===== src/rtl/rk_bus_disk_write_pkg.sv =====
// rk_bus_disk_write_pkg: shared constants, state enum and mod-4 parity helper for the bus write path
package rk_bus_disk_write_pkg;
    localparam int WORDS_PER_SECTOR = 321;
    localparam int BITS_PER_WORD = 20;
    localparam int SYNC_TAIL_BITS = 4;
    localparam int CLKB_HALF_CYCLES = 29;
    typedef enum logic [2:0] {ST_IDLE, ST_PREAMBLE, ST_SYNC, ST_DATA, ST_DONE} state_e;
    function automatic logic [1:0] ones_mod4(input logic [19:0] v);
        logic [1:0] s;
        s = '0;
        for (int i = 0; i < 20; i++) s += 2'(v[i]);
        return s;
    endfunction
endpackage


===== src/rtl/rk_bus_disk_write_bit_recover.sv =====
// rk_wt_bit_recover: synchronizes the write bus and recovers one bit per falling CLOCKB edge
module rk_wt_bit_recover (
    input  logic clock,
    input  logic reset,
    input  logic gate_l_i,
    input  logic data_clk_l_i,
    input  logic clockb_l_i,
    output logic gate_l_o,
    output logic bit_valid_o,
    output logic bit_value_o
);
    logic [1:0] gate_q, data_q, clkb_q;
    logic clkb_prev_q, one_q, one_d;
    always_ff @(posedge clock) begin
        if (reset) begin
            gate_q <= 2'b11;
            data_q <= 2'b11;
            clkb_q <= 2'b00;
            clkb_prev_q <= 1'b0;
            one_q <= 1'b0;
        end else begin
            gate_q <= {gate_q[0], gate_l_i};
            data_q <= {data_q[0], data_clk_l_i};
            clkb_q <= {clkb_q[0], clockb_l_i};
            clkb_prev_q <= clkb_q[1];
            one_q <= one_d;
        end
    end
    // The edge cycle itself has CLOCKB low, so it can never set the one-latch.
    assign bit_valid_o = clkb_prev_q & ~clkb_q[1];
    assign one_d = bit_valid_o ? 1'b0 : one_q | (clkb_q[1] & ~data_q[1]);
    assign bit_value_o = one_q;
    assign gate_l_o = gate_q[1];
endmodule


===== src/rtl/rk_bus_disk_write.sv =====
// rk_bus_disk_write: deserializes bus write data into 16-bit SDRAM words with sync detect and strobes.
// Define ECC_CHECK_EN to enable the mod-4 check-bit test and sticky ECC_error.
module rk_bus_disk_write
    import rk_bus_disk_write_pkg::*;
(
    input  logic        clock,
    input  logic        reset,
    input  logic        BUS_WT_GATE_L,
    input  logic        BUS_WT_DATA_CLK_L,
    input  logic        BUS_WT_CLOCKB_L,
    input  logic        Selected_Ready,
    input  logic        real_drive,
    input  logic        clkenbl_sector,
    output logic        dram_write_enbl_buswrite,
    output logic [15:0] dram_writedata_buswrite,
    output logic        load_address_buswrite,
    output logic        write_indicator,
    output logic        write_selected_ready,
    output logic        ECC_error,
    output logic        BUS_WT_CLOCKB_EMUL_L
);
    state_e state_q, state_d;
    logic [18:0] sr_q, sr_d;
    logic [19:0] sr_nx;
    logic [4:0] bit_cnt_q, bit_cnt_d;
    logic [8:0] word_cnt_q, word_cnt_d;
    logic [15:0] wdata_q, wdata_d;
    logic [5:0] pc_q, pc_d;
    logic wen_q, wen_d, ld_q, ld_d, ind_q, emul_q, emul_d;
    logic gate_s, bit_valid, bit_value, active, take, emul_en;

    rk_wt_bit_recover u_rec (
        .clock(clock), .reset(reset), .gate_l_i(BUS_WT_GATE_L), .data_clk_l_i(BUS_WT_DATA_CLK_L),
        .clockb_l_i(BUS_WT_CLOCKB_L), .gate_l_o(gate_s), .bit_valid_o(bit_valid), .bit_value_o(bit_value)
    );

    assign active = ~gate_s & Selected_Ready;
    assign take = active & bit_valid;
    assign sr_nx = {sr_q, bit_value};
    assign emul_en = ~real_drive & active;

    always_ff @(posedge clock) begin
        if (reset) begin
            state_q <= ST_IDLE;
            sr_q <= '0;
            bit_cnt_q <= '0;
            word_cnt_q <= '0;
            wdata_q <= '0;
            wen_q <= 1'b0;
            ld_q <= 1'b0;
            ind_q <= 1'b0;
            pc_q <= '0;
            emul_q <= 1'b1;
        end else begin
            state_q <= state_d;
            sr_q <= sr_d;
            bit_cnt_q <= bit_cnt_d;
            word_cnt_q <= word_cnt_d;
            wdata_q <= wdata_d;
            wen_q <= wen_d;
            ld_q <= ld_d;
            ind_q <= active;
            pc_q <= pc_d;
            emul_q <= emul_d;
        end
    end

    always_comb begin
        state_d = state_q;
        sr_d = sr_q;
        bit_cnt_d = bit_cnt_q;
        word_cnt_d = word_cnt_q;
        wdata_d = wdata_q;
        wen_d = 1'b0;
        ld_d = 1'b0;
        case (state_q)
            ST_IDLE: begin
                word_cnt_d = '0;
                bit_cnt_d = '0;
                if (active) state_d = ST_PREAMBLE;
            end
            ST_PREAMBLE: if (take && bit_value) begin
                sr_d = 19'd1;
                bit_cnt_d = '0;
                state_d = ST_SYNC;
            end
            ST_SYNC: if (take) begin
                sr_d = sr_nx[18:0];
                bit_cnt_d = bit_cnt_q + 5'd1;
                if (bit_cnt_q == 5'(SYNC_TAIL_BITS - 1)) begin
                    ld_d = 1'b1;
                    bit_cnt_d = '0;
                    state_d = ST_DATA;
                end
            end
            ST_DATA: if (take) begin
                sr_d = sr_nx[18:0];
                bit_cnt_d = bit_cnt_q + 5'd1;
                if (bit_cnt_q == 5'(BITS_PER_WORD - 1)) begin
                    wdata_d = sr_nx[19:4];
                    wen_d = 1'b1;
                    bit_cnt_d = '0;
                    word_cnt_d = word_cnt_q + 9'd1;
                    if (word_cnt_q == 9'(WORDS_PER_SECTOR - 1)) state_d = ST_DONE;
                end
            end
            default: ;
        endcase
        // A word finishing alongside the sector pulse still gets its strobe above.
        if (!active || (clkenbl_sector && state_q != ST_IDLE)) state_d = ST_IDLE;
    end

    always_comb begin
        pc_d = emul_en ? ((pc_q == 6'(2 * CLKB_HALF_CYCLES - 1)) ? 6'd0 : pc_q + 6'd1) : 6'd0;
        emul_d = emul_en ? (pc_q >= 6'(CLKB_HALF_CYCLES)) : 1'b1;
    end

`ifdef ECC_CHECK_EN
    logic ecc_q, ecc_d, ecc_chk;
    assign ecc_chk = take & ((state_q == ST_SYNC && bit_cnt_q == 5'(SYNC_TAIL_BITS - 1)) ||
                             (state_q == ST_DATA && bit_cnt_q == 5'(BITS_PER_WORD - 1)));
    assign ecc_d = (state_q == ST_IDLE && active) ? 1'b0 : ecc_q | (ecc_chk && ones_mod4(sr_nx) != 2'd0);
    always_ff @(posedge clock) begin
        if (reset) ecc_q <= 1'b0;
        else ecc_q <= ecc_d;
    end
    assign ECC_error = ecc_q;
`else
    assign ECC_error = 1'b0;
`endif

    assign dram_write_enbl_buswrite = wen_q;
    assign dram_writedata_buswrite = wdata_q;
    assign load_address_buswrite = ld_q;
    assign write_indicator = ind_q;
    assign write_selected_ready = ind_q;
    assign BUS_WT_CLOCKB_EMUL_L = emul_q;
endmodule


===== config.mk =====
export PLATFORM = sky130hd
export DESIGN_NAME = rk_bus_disk_write
export DESIGN_NICKNAME = d
export VERILOG_FILES = /design/src/rtl/rk_bus_disk_write_pkg.sv /design/src/rtl/rk_bus_disk_write_bit_recover.sv /design/src/rtl/rk_bus_disk_write.sv
export SDC_FILE = /design/constraint.sdc
export NUM_CORES = 1
export LEC_CHECK = 0
export ABC_AREA = 1
export CORE_MARGIN = 1
export CORE_UTILIZATION = 55
export DETAILED_ROUTE_END_ITERATION = 12
export PLACE_DENSITY = 0.77
export REMOVE_ABC_BUFFERS = 1
export SLEW_MARGIN = 20
export SYNTH_ARGS = -nofsm -noshare
export SYNTH_HDL_FRONTEND = slang
export SYNTH_HIERARCHICAL = 1
export SYNTH_SLANG_ARGS = --single-unit

===== constraint.sdc =====
create_clock -name clock -period 1.95 [get_ports clock]
set_clock_uncertainty 0.15 [all_clocks]
set_input_delay 0.39 -clock clock [delete_from_list [all_inputs] [get_ports clock]]
set_output_delay 0.39 -clock clock [all_outputs]
set_load 0.01 [all_outputs]

# Yosys cells after proc, flatten, opt, wreduce, memory -nomap -nowiden
# Cells that the tools add are included.
[totals]
register_bits = 70
inputBits = 8
elab_cells = 91
output_inout_bits = 22
[op_classes]
eq_ne = 15
n_reduce_logical = 21
n_mux = 22
addsub = 3
n_lt_le_gt_ge = 1
n_bitwise = 14
[op_table]
columns = ["operator", "n"]
rows = [
  ["19-bit two-way mux", 2],
  ["19-bit case mux with 2 select lines", 1],
  ["5-bit two-way mux", 5],
  ["3-bit two-way mux", 7],
  ["5-bit case mux with 4 select lines", 1],
  ["9-bit two-way mux", 2],
  ["9-bit case mux with 2 select lines", 1],
  ["2-bit != test, second input constant", 7],
  ["3-bit case mux with 4 select lines", 1],
  ["9-bit by 1-bit adder with 9-bit output, second input constant", 1],
  ["9-bit == test, second input constant", 1],
  ["3-bit AND reduction", 3],
  ["3-bit OR reduction", 3],
  ["1-bit NOT", 8],
  ["8-bit AND reduction", 1],
  ["2-bit OR reduction", 4],
  ["6-bit by 1-bit adder with 6-bit output, second input constant", 1],
  ["3-bit by 2-bit == test with 1-bit output, second input constant", 2],
  ["6-bit == test, second input constant", 1],
  ["6-bit by 5-bit >= comparator with 1-bit output, second input constant", 1],
  ["5-bit by 1-bit adder with 5-bit output, second input constant", 1],
  ["1-bit AND", 5],
  ["5-bit by 2-bit == test with 1-bit output, second input constant", 1],
  ["5-bit == test, second input constant", 1],
  ["12 further kinds", 15],
]

# Depth between registers and ports, before layout
# Gate-level depths: netlist (run 1).
[logic_depth]
depth_word = 6
ltp_mapped = 11
depth_no_buf = 11

# Cells and area by module
# The synthesis (run 1) kept the hierarchy.
[modules_own_cells]
columns = ["mod", "seq_area_each_um2", "area_per_inst_um2", "cells_per_inst", "n_inst"]
rows = [
  ["rk_bus_disk_write", 1241.2, 2773.9, 379, 1],
  ["rk_wt_bit_recover", 160.2, 237.7, 25, 1],
]

# Worst setup path after synthesis (run 1)
# OpenSTA, ideal clock, no wires.
[synth_timing]
path_type = "register to register"
from = "register bit_cnt_q[0]"
to = "register wdata_q[0] (netlist: dram_writedata_buswrite[0])"
path_buffers = 1
arrival_time_ns = 1.296
slack_ns = 0.388
setup_ns = 0.116
required_ns = 1.684
stages_incl_launch_ff = 8
synth_period_minus_slack_ns = 1.562
cell_sequence = "dfxtp_1 -> ha_1 -> nand2_1 -> nor2_1 -> nand3_4 -> clkbuf_1 -> nor2_1 -> nor2_1"
[synth_via]
elab_chain_len = 2
[synth_rtl]
columns = ["item", "line_no", "rtl"]
rows = [
  ["from (decl)", "rk_bus_disk_write.sv:25", "logic [4:0] bit_cnt_q, bit_cnt_d;"],
  ["from (signal assigned)", "rk_bus_disk_write.sv:57", "bit_cnt_q <= bit_cnt_d;"],
  ["5-bit == test", "rk_bus_disk_write.sv:99", "if (bit_cnt_q == 5'(BITS_PER_WORD - 1)) begin"],
  ["3-bit AND reduction (no line)", "-", ""],
  ["to (signal assigned)", "rk_bus_disk_write.sv:59", "wdata_q <= wdata_d;"],
  ["to (decl)", "rk_bus_disk_write.sv:27", "logic [15:0] wdata_q, wdata_d;"],
]
# No other way between the ends.
# A chain may end at the register's enable or synchronous reset.

# Final worst setup path (run 1)
[layout_timing]
from = "register wdata_q[15] (netlist: dram_writedata_buswrite[15])"
to = "output dram_writedata_buswrite[15]"
[layout_rtl]
columns = ["item", "line_no", "rtl"]
rows = [
  ["to (decl)", "rk_bus_disk_write.sv:15", "output logic [15:0] dram_writedata_buswrite,"],
]
# No word-level cell between the ends.

==> results of run 1 <==
sequential cells by signal, summed over array words and instances (netlist names):
register / count
sr_q: 19
dram_writedata_buswrite: 16
word_cnt_q: 9
pc_q: 6
bit_cnt_q: 5
state_q: 3
u_rec/clkb_q: 2
u_rec/data_q: 2
u_rec/gate_q: 2
BUS_WT_CLOCKB_EMUL_L: 1
dram_write_enbl_buswrite: 1
load_address_buswrite: 1
u_rec/bit_value_o: 1
u_rec/clkb_prev_q: 1
write_indicator: 1
worst register-to-register path, delay by kind of cell (launching register included):
| family | cells | cell delay [ns] |
|---|---|---|
| AOI/OAI and AO/OA | 1 | 0.26 |
| adders and majority gates | 1 | 0.28 |
| buffers and inverters | 1 | 0.16 |
| DFF | 1 | 0.38 |
| and+or+nand+nor | 4 | 0.40 |
per-stage QoR:
stage          area [sq um]  worst slack [ns]
2_1_floorplan          2940             0.210
4_1_cts                3670             0.157
6_report               3670             0.173
3_5_place_dp           3410           -0.0439
5_1_grt                3670            0.0582
3_3_place_gp           3410           -0.0245
report_power, final:
part           total [uW]  switching [uW]  internal (uW)
Sequential           1440            2.66           1440
Combinational        60.1            34.0           26.1
Clock                1470             549            922
cell families (layout without fill, tap and decap cells):
| group | after synthesis | count (layout) | synth area share |
|---|---|---|---|
| and+or+nand+nor | 208 | 208 | 0.308 |
| DFF | 70 | 70 | 0.465 |
| AOI/OAI and AO/OA | 59 | 59 | 0.104 |
| buffers and inverters | 53 | 96 | 0.0764 |
| xor gates and xnor gates | 7 | 7 | 0.0204 |
| adders and majority gates | 6 | 6 | 0.0249 |
| other | 1 | 1 | 0.00125 |
metal layers:
| layer | global-route usage | wire [microns] | vias to the layer above |
|---|---|---|---|
| met5 | 0 | 0 | - |
| met3 | 0.0515 | 235 | 8 |
| li1 | - | - | 1359 |
| met2 | 0.398 | 2930 | 45 |
| met4 | 0.0923 | 86 | 0 |
| met1 | 0.297 | 2880 | 1227 |
path summary, 6_finish.rpt:
kind | depth (start not counted) | end | slack, ns
min | 1 | u_rec/gate_q[1] | 0.26
max | 1 | dram_writedata_buswrite[15] | 0.17
min reg2reg | 1 | u_rec/gate_q[1] | 0.26
max reg2reg | 7 | state_q[1] | 0.21
layout by cell type (no fill, tap or decap), types with 4 or more instances in the layout:
cell type	n
o21ai_0	10
clkdlybuf4s50_1	28
nand3_1	37
inv_1	36
xor2_1	6
nor2_1	74
or2_1	4
inv_2	5
a21oi_1	34
o21ai_1	12
dfxtp_1	70
ha_1	6
clkbuf_8	11
nand2_1	75
buf_4	9
cell type report:
cell class | instances | area (sq um)
fill | 454 | 1540
sequential | 70 | 1400
multi-input combinational | 281 | 1380
timing repair buffer | 39 | 388
inverter | 41 | 154
clock buffer | 11 | 151
clock inverter | 5 | 104
tap | 70 | 87.6
==> flow_metrics.env, run 1 <==
export IMPL_syn_to_final_growth_pct=21.7
export IMPL_grt_max_degree=21
export IMPL_std_cell_rows=26
export IMPL_clock_root_buffer="clkbuf_8"
export IMPL_worst_r2r_startpoint="bit_cnt_q[0]"
export IMPL_timing_critical_path_from="dram_writedata_buswrite[15]"
export IMPL_clk_latency_ns=0.35
export IMPL_unrepaired_setup_endpoints_after_global_routing="no"
export IMPL_slew_headroom=0.644
export IMPL_synth_sequential_area_ratio=0.465
export IMPL_tns_ns=0
export IMPL_worst_setup_path_end_kind="output port"
export IMPL_cap_violations=0
export IMPL_class_of_the_most_critical_setup_path="register to output port"
export IMPL_postRouteWirelength_mm=6.13
export IMPL_total_leakage_power_uw=0.00152
export IMPL_utilization=0.704
export IMPL_number_of_vias_per_cell_after_detailed_routing=5.10
export IMPL_critical_path_slowest_cell="clkdlybuf4s50_1"
export IMPL_grt_pass1_wl_mm=11.1
export IMPL_critPathMaxFanout=2
export IMPL_timing_hold_violations_final=0
export IMPL_synth_largest_area_cell="dfxtp_1"
export IMPL_cts_tree="built"
export IMPL_setup_worst_path_start_class="register"
export IMPL_run_status="finished, final reports clean"
export IMPL_post_cts_setup_buffers=0
export IMPL_cts_repair_resize_count=0
export IMPL_grt_total_usage=0.237
export IMPL_p_total_uw=2970
export IMPL_register_bit_total_from_synthesis=70
export IMPL_cts_htree_levels=3
export IMPL_pin_count=30
export IMPL_tightest_slew_ns=0.533
export IMPL_worst_hold_path_type="register to register"
export IMPL_gpl_final_weighted_congestion=0.843
export IMPL_core_region_area_sq_um=5200
export IMPL_drt_drc_violations_left=0
export IMPL_max_clock_path_buffers=2
export IMPL_grt_pass1_vias=2511
export IMPL_path_cells="clkdlybuf4s50_1"
export IMPL_finalMaxSlewViolations=0
export IMPL_synthArstFlopShare=0
export IMPL_cts_sinks=70
export IMPL_yosysUniqueCellTypes=31
export IMPL_cp_slowest_stage_delay_ns=0.54
export IMPL_synth_yosys_warnings=6
export IMPL_fin_nets=456
export IMPL_timing_critical_path_max_delay_family="buffers and inverters"
export IMPL_timing_critical_path_arrival_ns=1.24
export IMPL_ctsHoldBuffers=0
export IMPL_hold_path_startpoint="u_rec/gate_q[0]"
export IMPL_vdd_ir_drop_worst_mv=0.574
export IMPL_cp_data_required_time_ns=1.41
export IMPL_post_synth_main_area_contributors="dfxtp_1 47%, nand2_1 9.3%, nor2_1 9.2%, nand3_1 6.1%, a21oi_1 5.7%"
export IMPL_synthCells=404
export IMPL_filler_free_cell_count_of_the_finished_design=517
export IMPL_postSynth_topFlopCell="dfxtp_1"
export IMPL_drt_initial_drc_count=143
export IMPL_ant_nets=0
export IMPL_vias_after_detailed_routing=2639
export IMPL_dr_pass1_iters=4
export IMPL_count_of_flip_flops_with_a_built_in_enable_after_synthesis=0
export IMPL_place_port_buffers=28
export IMPL_fin_crit_ns=1.78
export IMPL_routed_wire_length_per_instance_microns=11.9
export IMPL_post_synth_top_count_cell="nand2_1"
export IMPL_critPathBufInv=1
export IMPL_power_density_normalized_to_cell_area_nw_per_um2=810
export IMPL_die_height_microns=76
export IMPL_dp_cells=501
export IMPL_clock_fmax_mhz=563
export IMPL_die_width_microns=76
export IMPL_insertedDiodeCount=0
export IMPL_syn_cell_area_sq_um=3010
export IMPL_initial_antenna_violation_count=0
export IMPL_synth_top_area_share=0.465
export IMPL_hold_ws_ns=0.258
export IMPL_globalRoute_totalOverflow=0
export IMPL_dp_hpwl_mm=4.26
export IMPL_initial_core_util=0.579
export IMPL_cts_buffers_inserted=9
export IMPL_synthesis_area_per_instance_sq_um=7.45
export IMPL_ys_top_cells_by_count="75 x nand2_1, 74 x nor2_1, 70 x dfxtp_1"
export IMPL_period_share=0.911
export IMPL_setup_viol=0
export IMPL_layout_drive_gt1_share=0.103
export IMPL_fp_dieArea_sq_um=5780
export IMPL_cts_reportedPaths_clkPinSlew_ns=0.08
No activity file was read; power rests on OpenSTA's default activity.
==> run 2: changes to the inputs <==
Settings changed: SETUP_SLACK_MARGIN from default to 0.15.
==> run 2 against run 1 <==
- utilization rose by 0.38 points
- routed wire length grew 1.9%
- non-clock buffer count stayed put
- via count rose by 0.61%
- final cell count stayed put
- critical path depth unchanged
- final area grew 0.55%
- sequential share of layout area decreased by 0.21 points
- total power hardly changed
- clock power about the same
- worst setup slack better by 0.010 ns
- sequential power about the same
==> flow_metrics.env, run 2 (same netlist as run 1, synthesis figures left out) <==
export IMPL_run_status="finished, final reports clean"
export IMPL_critPathMaxFanout=2
export IMPL_hold_path_startpoint="u_rec/data_q[0]"
export IMPL_dr_pass1_iters=4
export IMPL_tightest_slew_ns=0.562
export IMPL_grt_pass1_vias=2511
export IMPL_routed_wire_length_per_instance_microns=12.1
export IMPL_core_region_area_sq_um=5200
export IMPL_number_of_vias_per_cell_after_detailed_routing=5.14
export IMPL_initial_antenna_violation_count=0
export IMPL_die_height_microns=76
export IMPL_timing_reg2reg_worst_path_depth=6
export IMPL_hold_path_depth=1
export IMPL_period_share=0.906
export IMPL_met3RoutedLength_microns=267
export IMPL_largest_register_ff_count=19
export IMPL_ant_nets=0
export IMPL_finish_instance_area_sq_um=3690
export IMPL_fin_nets=456
export IMPL_insertedDiodeCount=0
export IMPL_grt_max_degree=21
export IMPL_cts_tree="built"
export IMPL_route_met2_wl_mm=2.97
export IMPL_dp_hpwl_mm=4.26
export IMPL_timing_critical_path_max_delay_family="buffers and inverters"
export IMPL_critPathBufInv=1
export IMPL_vias_after_detailed_routing=2655
export IMPL_worst_setup_path_end_kind="output port"
export IMPL_timing_hold_violations_final=0
export IMPL_postRouteWirelength_mm=6.25
export IMPL_worst_hold_path_endpoint="u_rec/data_q[1]"
export IMPL_clock_fmax_mhz=566
export IMPL_cp_slowest_stage_delay_ns=0.55
export IMPL_cts_htree_levels=3
export IMPL_place_port_buffers=28
export IMPL_cts_sinks=70
export IMPL_die_width_microns=76
export IMPL_setup_worst_path_start_class="register"
export IMPL_pin_count=30
export IMPL_critical_path_slowest_cell="clkdlybuf4s50_1"
export IMPL_clk_latency_ns=0.35
export IMPL_final_fill_count=451
export IMPL_path_cells="clkdlybuf4s50_1"
export IMPL_cap_violations=0
export IMPL_setup_reg_to_reg_worst_slack_ns=0.30
export IMPL_placedInstanceArea_sq_um=3410
export IMPL_vdd_ir_drop_worst_mv=0.574
export IMPL_fin_crit_ns=1.77
export IMPL_finalMaxSlewViolations=0
export IMPL_layout_cells_most_common="nand2_1"
export IMPL_worst_r2r_startpoint="bit_cnt_q[0]"
export IMPL_grt_total_usage=0.237
export IMPL_layout_drive_gt1_share=0.107
export IMPL_ctsHoldBuffers=0
export IMPL_drt_initial_drc_count=158
export IMPL_cts_reportedPaths_clkPinSlew_ns=0.07
export IMPL_final_setup_worst_slack_ns=0.183
export IMPL_grt_pass1_wl_mm=11.1
export IMPL_max_clock_path_buffers=2
export IMPL_worst_hold_path_type="register to register"
export IMPL_setup_viol=0
export IMPL_worst_r2r_endpoint="dram_writedata_buswrite[12]"
export IMPL_maxUsedRoutingLayer="met4"
export IMPL_class_of_the_most_critical_setup_path="register to output port"
export IMPL_most_common_layout_cells="75 x nand2_1, 73 x nor2_1, 70 x dfxtp_1"
export IMPL_syn_to_final_growth_pct=22.4
export IMPL_timing_critical_path_arrival_ns=1.23
export IMPL_gpl_final_weighted_congestion=0.843
export IMPL_placement_stage_worst_setup_slack_ns=-0.0439
export IMPL_globalRoute_totalOverflow=0
export IMPL_clock_root_buffer="clkbuf_8"
export IMPL_cts_buffers_inserted=9
export IMPL_routedLengthMet1_mm=2.91
export IMPL_total_leakage_power_uw=0.00163
export IMPL_drt_drc_violations_left=0
export IMPL_slew_headroom=0.625
export IMPL_initial_core_util=0.579
export IMPL_power_density_normalized_to_cell_area_nw_per_um2=806
export IMPL_fp_dieArea_sq_um=5780
export IMPL_cp_data_required_time_ns=1.41
export IMPL_std_cell_rows=26
export IMPL_unrepaired_setup_endpoints_after_global_routing="no"
export IMPL_largest_register="sr_q"
-- run 2: changes by cell type in the layout (fill, tap and decap cells not counted) --
cell	previous run	this run
clkdlybuf4s50_1	28	22
dlymetal6s2s_1	0	6
ha_1	6	5
ha_2	0	1
nor2_1	74	73
nor2_2	3	4
o21ai_0	10	9
o21ai_1	12	13
-- run 2: timing repair --
item,CTS,global route
gates resized for setup,0,9
setup buffers,0,0
hold endpoints to repair,0,0
endpoints found under the setup margin,0,19
-- run 2: report_power, final --
part / total (uW) / switching (uW) / leakage [uW] / internal, uW
logic: 60.5 / 34.4 / 0.000933 / 26.1
clock network: 1470 / 550 / 0.000130 / 922
registers: 1440 / 2.68 / 0.000565 / 1440
-- run 2: worst max path at each step --
stage                                            from                     endpoint  slack, ns  cells after the start
final                     dram_writedata_buswrite[14]  dram_writedata_buswrite[14]       0.18                      1
after global routing      dram_writedata_buswrite[14]  dram_writedata_buswrite[14]       0.15                      1
after CTS                 dram_writedata_buswrite[15]  dram_writedata_buswrite[15]       0.16                      1
after detailed placement               Selected_Ready   dram_writedata_buswrite[1]      -0.04                      7
after global placement                 Selected_Ready   dram_writedata_buswrite[1]      -0.02                      7
after floorplan                            state_q[1]                 bit_cnt_q[4]       0.21                      8
-- run 2: per-stage QoR --
stage	power [uW]	TNS (ns)	instances	utilization	hold slack (ns)
after floorplan	1490	0	392	-	0.233
after global placement	1530	-0.0326	501	0.655	0.239
after detailed placement	1530	-0.332	501	0.655	0.244
after CTS	2980	0	517	0.704	0.259
after global routing	3060	0	517	0.708	0.284
final	2970	0	517	0.708	0.259
-- run 2: layer usage --
metal,global-route usage,vias up
li1,-,1365
met4,0.0923,0
met5,0,-
met2,0.398,59
met3,0.0515,10
met1,0.297,1221
-- run 2: final cells by class --
| class | count | area (sq um) | share of cell area |
|---|---|---|---|
| well taps | 70 | 87.6 | 0.0238 |
| multi-input cells | 281 | 1390 | 0.376 |
| clock inverters | 5 | 104 | 0.0282 |
| clock buffers | 11 | 151 | 0.0411 |
| flip-flops and latches | 70 | 1400 | 0.380 |
| repair buffers | 39 | 403 | 0.109 |
| inverters | 41 | 154 | 0.0418 |
